===== src/rtl/gpio_switch_debounce.sv =====
// Debounce conditioner for the expansion-board GPIO switch bank.
// Each channel is synchronized, qualified by a stability count, and turned into level/edge/event outputs.
module gpio_switch_debounce #(
    parameter int NUM_SW        = 9,
    parameter int STABLE_CYCLES = 3840,
    parameter int CNT_W         = 12
) (
    input  logic              clk,
    input  logic              reset,
    input  logic [NUM_SW-1:0] sw_raw,
    output logic [NUM_SW-1:0] sw_level,
    output logic [NUM_SW-1:0] sw_rise,
    output logic [NUM_SW-1:0] sw_fall,
    output logic              evt_valid,
    output logic [NUM_SW-1:0] evt_mask,
    input  logic              evt_ack
);

    localparam logic [CNT_W-1:0] CNT_LAST = CNT_W'(STABLE_CYCLES - 1);

    logic [NUM_SW-1:0] sync_p0;
    logic [NUM_SW-1:0] sync_p1;
    logic [CNT_W-1:0]  cnt_p2 [NUM_SW];

    logic [CNT_W-1:0]  cnt_nxt [NUM_SW];
    logic [NUM_SW-1:0] level_nxt;
    logic [NUM_SW-1:0] rise_nxt;
    logic [NUM_SW-1:0] fall_nxt;
    logic [NUM_SW-1:0] chg_nxt;
    logic [NUM_SW-1:0] mask_nxt;

    // The counter is cleared at CNT_LAST, so the increment can never wrap.
    function automatic logic [CNT_W-1:0] cnt_step(input logic [CNT_W-1:0] cnt);
        return cnt + CNT_W'(1);
    endfunction

    always_comb begin
        level_nxt = sw_level;
        rise_nxt  = '0;
        fall_nxt  = '0;
        for (int i = 0; i < NUM_SW; i++) begin
            cnt_nxt[i] = '0;
            if (sync_p1[i] != sw_level[i]) begin
                if (cnt_p2[i] == CNT_LAST) begin
                    level_nxt[i] = sync_p1[i];
                    rise_nxt[i]  = sync_p1[i];
                    fall_nxt[i]  = ~sync_p1[i];
                end else begin
                    cnt_nxt[i] = cnt_step(cnt_p2[i]);
                end
            end
        end
        chg_nxt  = rise_nxt | fall_nxt;
        // An ack drops what was pending but keeps whatever changes on this same edge.
        mask_nxt = evt_ack ? chg_nxt : (evt_mask | chg_nxt);
    end

    // Stage p0/p1: two-flop synchronizer; stage p2: debounce count, level, pulses, event.
    always_ff @(posedge clk) begin
        if (reset) begin
            sync_p0   <= '0;
            sync_p1   <= '0;
            sw_level  <= '0;
            sw_rise   <= '0;
            sw_fall   <= '0;
            evt_mask  <= '0;
            evt_valid <= 1'b0;
            for (int i = 0; i < NUM_SW; i++) begin
                cnt_p2[i] <= '0;
            end
        end else begin
            sync_p0   <= sw_raw;
            sync_p1   <= sync_p0;
            sw_level  <= level_nxt;
            sw_rise   <= rise_nxt;
            sw_fall   <= fall_nxt;
            evt_mask  <= mask_nxt;
            evt_valid <= |mask_nxt;
            for (int i = 0; i < NUM_SW; i++) begin
                cnt_p2[i] <= cnt_nxt[i];
            end
        end
    end

endmodule


===== config.mk =====
export PLATFORM = sky130hd
export DESIGN_NAME = gpio_switch_debounce
export DESIGN_NICKNAME = d
export VERILOG_FILES = /design/src/rtl/gpio_switch_debounce.sv
export SDC_FILE = /design/constraint.sdc
export NUM_CORES = 1
export LEC_CHECK = 0
export CAP_MARGIN = 30
export CELL_PAD_IN_SITES_DETAIL_PLACEMENT = 0
export CELL_PAD_IN_SITES_GLOBAL_PLACEMENT = 1
export CORE_ASPECT_RATIO = 0.6
export CORE_MARGIN = 10
export CORE_UTILIZATION = 48
export DETAILED_ROUTE_END_ITERATION = 8
export PLACE_DENSITY_LB_ADDON = 0.12
export SLEW_MARGIN = 20
export SYNTH_ARGS = -nofsm -noshare
export SYNTH_HDL_FRONTEND = slang
export SYNTH_SLANG_ARGS = --single-unit

===== constraint.sdc =====
create_clock -name clk -period 4.8 [get_ports clk]
set_input_delay 0.48 -clock clk [delete_from_list [all_inputs] [get_ports clk]]
set_output_delay 0.48 -clock clk [all_outputs]
set_load 0.005 [all_outputs]

==> results.cfg, run 1 <==
[synth]
synthAdderAreaFrac_pct = 1.81
synth_top_family_by_area = simple AND/OR/NAND/NOR gates
netlist_instances = 645
yosys_warnings = 0
syn_avg_cell_area_um2 = 9.66
synth_cell_types = 43
syn-num-nets = 666
synth_top_area_share_pct = 52.4
synth_top_area_cell = dfxtp_1
async_flop_share_pct = 0
ys.flop_type = dfxtp_1
synth_xor_area_share_pct = 12.5
synth.cell_area_um2 = 6230
yosys.area_share.simple_pct = 26.6
muxShareOfSynthArea_pct = 1.45
yosys_register_bits = 163
synth_edf_count = 0
synth_seq_area_share_pct = 52.4
synth-compound-area-share_pct = 3.19
yosys-top-cells-area = dfxtp_1 (52%), nor2_1 (8.0%), xor2_1 (7.2%)

[clocking]
cts_resized = 0
clk-insertion-delay-late_ns = 0.42
cts_setup_buffers = 0
cts-htree-levels = 4
cts_root_buf = clkbuf_16
clk_pin_slew_ns = 0.07
clk_path_buf_depth = 2
holdBufCountCts = 0
numCtsBuffers = 17
cts_tree = yes
clkSinkCount = 163

[drt]
route.detailed.drc = 0
firstDrtPassIters = 5
dr.first_iter.drc_count = 223
ant_nets = 0
wire_per_inst_um = 13.6
via_per_inst = 4.96
drt-total-wl_um = 12000
vias = 4370

[setup_path]
cp-start-kind = flip-flop
worstPathArrival_ns = 2.38
slowest_stage = o211ai_1
cp_max_fo = 12
crit_family = compound AO/OA/AOI/OAI gates
rr_worst_depth = 5
rrSetupSlack_ns = 2.69
endpoint_kind = flip-flop
criticalPathCategory = reg -> reg
r2r_end = cnt_p2[0][11]
critical-path-max-stage-delay_ns = 0.80
worstPathRequired_ns = 5.06
timing.rr.start = cnt_p2[0][0]
crit_buf_inv = 0
cp_cell_sequence = ha_1, and4_1, nand4_1, o211ai_1, nor2_1

[placed_design]
gp_congestion = 0.748
place_hpwl_um = 8610
port_buffers = 48
pre_cts_ws_ns = 2.56
dp_cells = 849

[sta]
fin_ws_ns = 2.69
worst_pin_slew_ns = 0.926
fmax_ghz = 0.473
min_period_ns = 2.11
rsz0062_at_grt = no
relSlewSlack_pct = 38.0
setup_tns_ns = 0
finalSetupViolCount = 0
slew_viol_final = 0
finalHoldViolCount = 0
fin_worst_skew_ns = 0.00960
period_share_pct = 44.1

[global_route]
grt_pass1_wl_um = 20300
grt_antenna_before_repair = 0
overflow = 0
grt_usage_pct = 13.5
grt_pass1_vias = 4167
grt_start_max_net_pins = 33

[power_and_ir_drop]
peakVddDrop_v = 0.000183
seqPwrFrac_pct = 50.0
p_per_area_nw_per_um2 = 368
switching_share_pct = 22.7
pwr-share-clk_pct = 48.6
switchingPower_w = 0.000620
leakage_nw = 2.55
internal_power_w = 0.00212
p_comb_share_pct = 1.5

[cells_and_area]
postLayoutCoreUtil_pct = 58.2
fin_cells = 881
final_cell_mix = dfxtp_1 (163), nor2_1 (132), xor2_1 (51)
multi_input_comb_area_um2 = 2840
syn2layout_area_growth_pct = 19.3
mostFrequentLayoutCell = dfxtp_1
drive_gt1_share_pct = 6.75
fin_nets = 719
diodes = 0
ff_latch_area_um2 = 3260
fillCellCount = 1114

[die]
chipHeight_um = 108
core-area_um2 = 12800
die_w_um = 167
start_util_pct = 48.8
rows = 32
die-area_um2 = 18100
top_level_ports = 49

[worst_hold_path]
hp-class = reg -> reg
hold_depth = 1
worst_hold_path.endpoint = sync_p1[3]
hold_path.startpoint = sync_p0[3]

[outcome]
outcome = complete, no violations

[job]
maxCapViolCount = 0
-- power by group through the flow --
stage	logic [W]	registers, W	clock network, W
2_1_floorplan	0.0000252	0.00140	0
3_3_place_gp	0.0000397	0.00140	0
3_5_place_dp	0.0000407	0.00140	0
4_1_cts	0.0000408	0.00137	0.00136
5_1_grt	0.0000450	0.00137	0.00143
6_report	0.0000400	0.00137	0.00133
-- synthesized netlist by cell type (5+ instances only) --
| cell | n |
|---|---|
| a21oi_1 | 12 |
| and2_1 | 5 |
| and3_1 | 10 |
| and4b_1 | 12 |
| buf_2 | 6 |
| clkbuf_1 | 7 |
| dfxtp_1 | 163 |
| ha_1 | 9 |
| inv_1 | 13 |
| mux2i_1 | 9 |
| nand2_1 | 30 |
| nand2b_1 | 5 |
| nand3_1 | 30 |
| nand4_1 | 22 |
| nor2_1 | 132 |
| nor2b_1 | 19 |
| nor3_1 | 8 |
| nor4b_1 | 5 |
| o21ai_0 | 10 |
| or3_1 | 12 |
| xnor2_1 | 38 |
| xor2_1 | 51 |
-- worst max-delay path by stage --
| stage | end | slack [ns] | startpoint | cells past startpoint |
|---|---|---|---|---|
| final | cnt_p2[0][11] | 2.69 | cnt_p2[0][0] | 5 |
| after global routing | cnt_p2[0][5] | 2.51 | cnt_p2[0][0] | 5 |
| after CTS | cnt_p2[0][8] | 2.70 | cnt_p2[0][0] | 5 |
| after detailed placement | cnt_p2[0][8] | 2.56 | reset | 4 |
| after global placement | cnt_p2[0][5] | 2.66 | reset | 4 |
| after floorplan | evt_valid | 3.11 | cnt_p2[0][60] | 6 |
-- area by class of cell --
class / instances / area share (%)
clock buffers: 17 / 5.72
clock inverters: 15 / 2.12
inverters: 13 / 0.656
multi-input cells: 453 / 38.1
flip-flops and latches: 163 / 43.9
well taps: 170 / 2.86
repair buffers: 50 / 6.60
-- sequential cells by signal (all words and copies together) (netlist names) --
name,cells
sw_rise,9
evt_valid,1
sw_fall,9
sync_p0,9
cnt_p2,108
sw_level,9
evt_mask,9
sync_p1,9
-- layer usage --
metal | vias up | track usage (%) | wire [µm]
met5 | - | 0 | 0
met4 | 0 | 4.68 | 61
met3 | 6 | 3.91 | 399
met2 | 60 | 20.7 | 5240
met1 | 2008 | 17.8 | 6250
li1 | 2296 | - | -
-- metrics by stage --
stage | cell area, µm² | hold WS (ns) | power [W]
2_1_floorplan | 6230 | 0.414 | 0.00142
3_3_place_gp | 6850 | 0.420 | 0.00144
3_5_place_dp | 6850 | 0.423 | 0.00144
4_1_cts | 7430 | 0.438 | 0.00277
5_1_grt | 7430 | 0.452 | 0.00284
6_report | 7430 | 0.434 | 0.00274
-- logic make-up after synthesis --
group,after synthesis
AO/OA/AOI/OAI,32
flip-flops,163
buffers and inverters,29
AND/OR/NAND/NOR,314
XOR/XNOR,89
adder cells (fa/ha/maj),9
multiplexers,9
Note: power is estimated with default switching activity, not from simulation.
==> run 2, diff against run 1 <==
Settings changed: CORE_UTILIZATION 48 to 40.
Clock period 4.8 ns to 1.7 ns, I/O delays scaled along.
==> run 2 against run 1 <==
  * First-iteration DRC count increased by 15%
  * Critical endpoint is now evt_valid
  * Routed wire length increased by 9.2%
  * Combinational power rose to 3.7 times the previous value
  * Fmax rose by 30%
  * Global-route usage down 0.92 points
  * Die area is 17% higher
  * Sequential share of layout area decreased by 3.0 points
  * Clock skew is essentially flat
  * Count of clock-buffer cells in the layout is 4 higher
  * Register-to-register slack got worse by 2.6 ns
  * Hold slack worse by 0.31 ns
  * Highest routed layer unchanged
  * Clock power rose to 3.0 times the previous value
==> results.cfg, run 2 (same netlist as run 1, synthesis figures left out) <==
[sta]
slew_viol_final = 0
fin_worst_skew_ns = 0.00963
fin_ws_ns = 0.0751
rsz0062_at_grt = yes
finalHoldViolCount = 0
setup_tns_ns = 0
finalSetupViolCount = 0
period_share_pct = 95.6
min_period_ns = 1.62
relSlewSlack_pct = 74.0
fmax_ghz = 0.615
worst_pin_slew_ns = 0.389

[die]
top_level_ports = 49
chipHeight_um = 117
rows = 35
die-area_um2 = 21100
start_util_pct = 40.8
core-area_um2 = 15300
die_w_um = 181

[setup_path]
cp_cell_sequence = and4_4, nand4_4, nor4_2, buf_4, nor2_1, a41oi_2
cp_max_fo = 4
timing.rr.start = cnt_p2[0][88]
worstPathArrival_ns = 1.96
critical-path-max-stage-delay_ns = 0.37
endpoint_kind = flip-flop
rr_worst_depth = 6
critical_path.startpoint = cnt_p2[0][88]
crit_family = simple AND/OR/NAND/NOR gates
worstPathRequired_ns = 2.04
slowest_stage = dfxtp_1
cp-start-kind = flip-flop
r2r_end = evt_valid
criticalPathCategory = reg -> reg
crit_buf_inv = 1
rrSetupSlack_ns = 0.08

[cells_and_area]
final_cell_mix = dfxtp_1 (163), nor2_1 (131), xor2_1 (51)
ff_latch_area_um2 = 3260
fin_cells = 962
multi_input_comb_area_um2 = 2900
fin_nets = 768
postLayoutCoreUtil_pct = 52.3
largest_reg_flops = 108
diodes = 0
fillCellCount = 1406
largest-register = cnt_p2
syn2layout_area_growth_pct = 28.2
drive_gt1_share_pct = 13.4
mostFrequentLayoutCell = dfxtp_1

[worst_hold_path]
hold_path.startpoint = reset
hp-class = in -> reg
worst_hold_path.endpoint = sw_level[4]
hold_depth = 2

[global_route]
overflow = 0
grt_usage_pct = 12.6
grt_pass1_wl_um = 22000
grt_antenna_before_repair = 0
grt_pass1_vias = 4476
grt_start_max_net_pins = 21

[power_and_ir_drop]
p_per_area_nw_per_um2 = 1000
leakage_nw = 2.88
peakVddDrop_v = 0.000618
fin_total_pwr_w = 0.00802

[clocking]
numCtsBuffers = 17
holdBufCountCts = 0
clkSinkCount = 163
cts_root_buf = clkbuf_16
clk_path_buf_depth = 2
clk-insertion-delay-late_ns = 0.42
cts_tree = yes
clk_pin_slew_ns = 0.06
cts-htree-levels = 4

[drt]
ant_nets = 0
wire_per_inst_um = 13.6
vias = 4670
via_per_inst = 4.85
drt-total-wl_um = 13000
firstDrtPassIters = 6
dr.first_iter.drc_count = 256
route.detailed.drc = 0

[job]
maxCapViolCount = 0

[placed_design]
gp_congestion = 0.797
pre_cts_ws_ns = -0.00898
port_buffers = 48
dp_cells = 930
place_hpwl_um = 9580

[outcome]
outcome = complete, no violations
run 2: cell count changes in the layout (fill, tap and decap cells not counted), moves of 4 or more:
cell	change
buf_12	+4
clkinv_2	+4
buf_4	+45
inv_6	-6
inv_8	-4
run 2: worst max-delay path by stage:
stage	to	slack (ns)	cells past startpoint
after global routing	evt_valid	-0.03	7
after detailed placement	evt_valid	-0.009	5
after CTS	cnt_p2[0][89]	0.01	5
after floorplan	evt_valid	0.01	6
final	evt_valid	0.08	6
after global placement	evt_valid	-0.03	5
run 2: layout make-up:
cell class,count,area share [%]
Inverter,13,0.611
Clock buffer,21,5.77
Tap cell,203,3.18
Sequential cell,163,40.9
Multi-Input combinational cell,453,36.3
Clock inverter,10,1.96
Timing Repair Buffer,99,11.4
run 2: timing repair:
item | 4_1_cts | 5_1_grt
pin swaps | 0 | 4
gates resized for setup | 2 | 9
cloned | 0 | 0
setup buffers | 0 | 1
endpoints found under the setup margin | 1 | 48
run 2: worst register-to-register path, cell delays in order, from the launching register on:
cell,delay (ns)
dfxtp_1,0.37
and4_4,0.28
nand4_4,0.14
nor4_2,0.37
buf_4,0.18
nor2_1,0.04
a41oi_2,0.18
run 2: routing by layer:
metal / GRT usage, % / share of wire (%) / vias up
met5: 0 / 0 / -
met4: 4.48 / 1.4 / 0
met3: 3.00 / 3.0 / 17
met2: 19.6 / 44 / 48
met1: 16.7 / 52 / 2222
li1: - / - / 2383
run 2: report_power, final:
group	switching, W	internal, W
sequential	0.0000157	0.00385
clock	0.00149	0.00252
combinational	0.0000766	0.0000700
total	0.00158	0.00644
run 2: per-stage QoR:
| step | hold slack, ns | instance area [µm²] |
|---|---|---|
| 2_1_floorplan | 0.298 | 6230 |
| 4_1_cts | 0.106 | 7930 |
| 3_5_place_dp | 0.420 | 7300 |
| 3_3_place_gp | 0.421 | 7300 |
| 5_1_grt | 0.135 | 7990 |
| 6_report | 0.119 | 7990 |
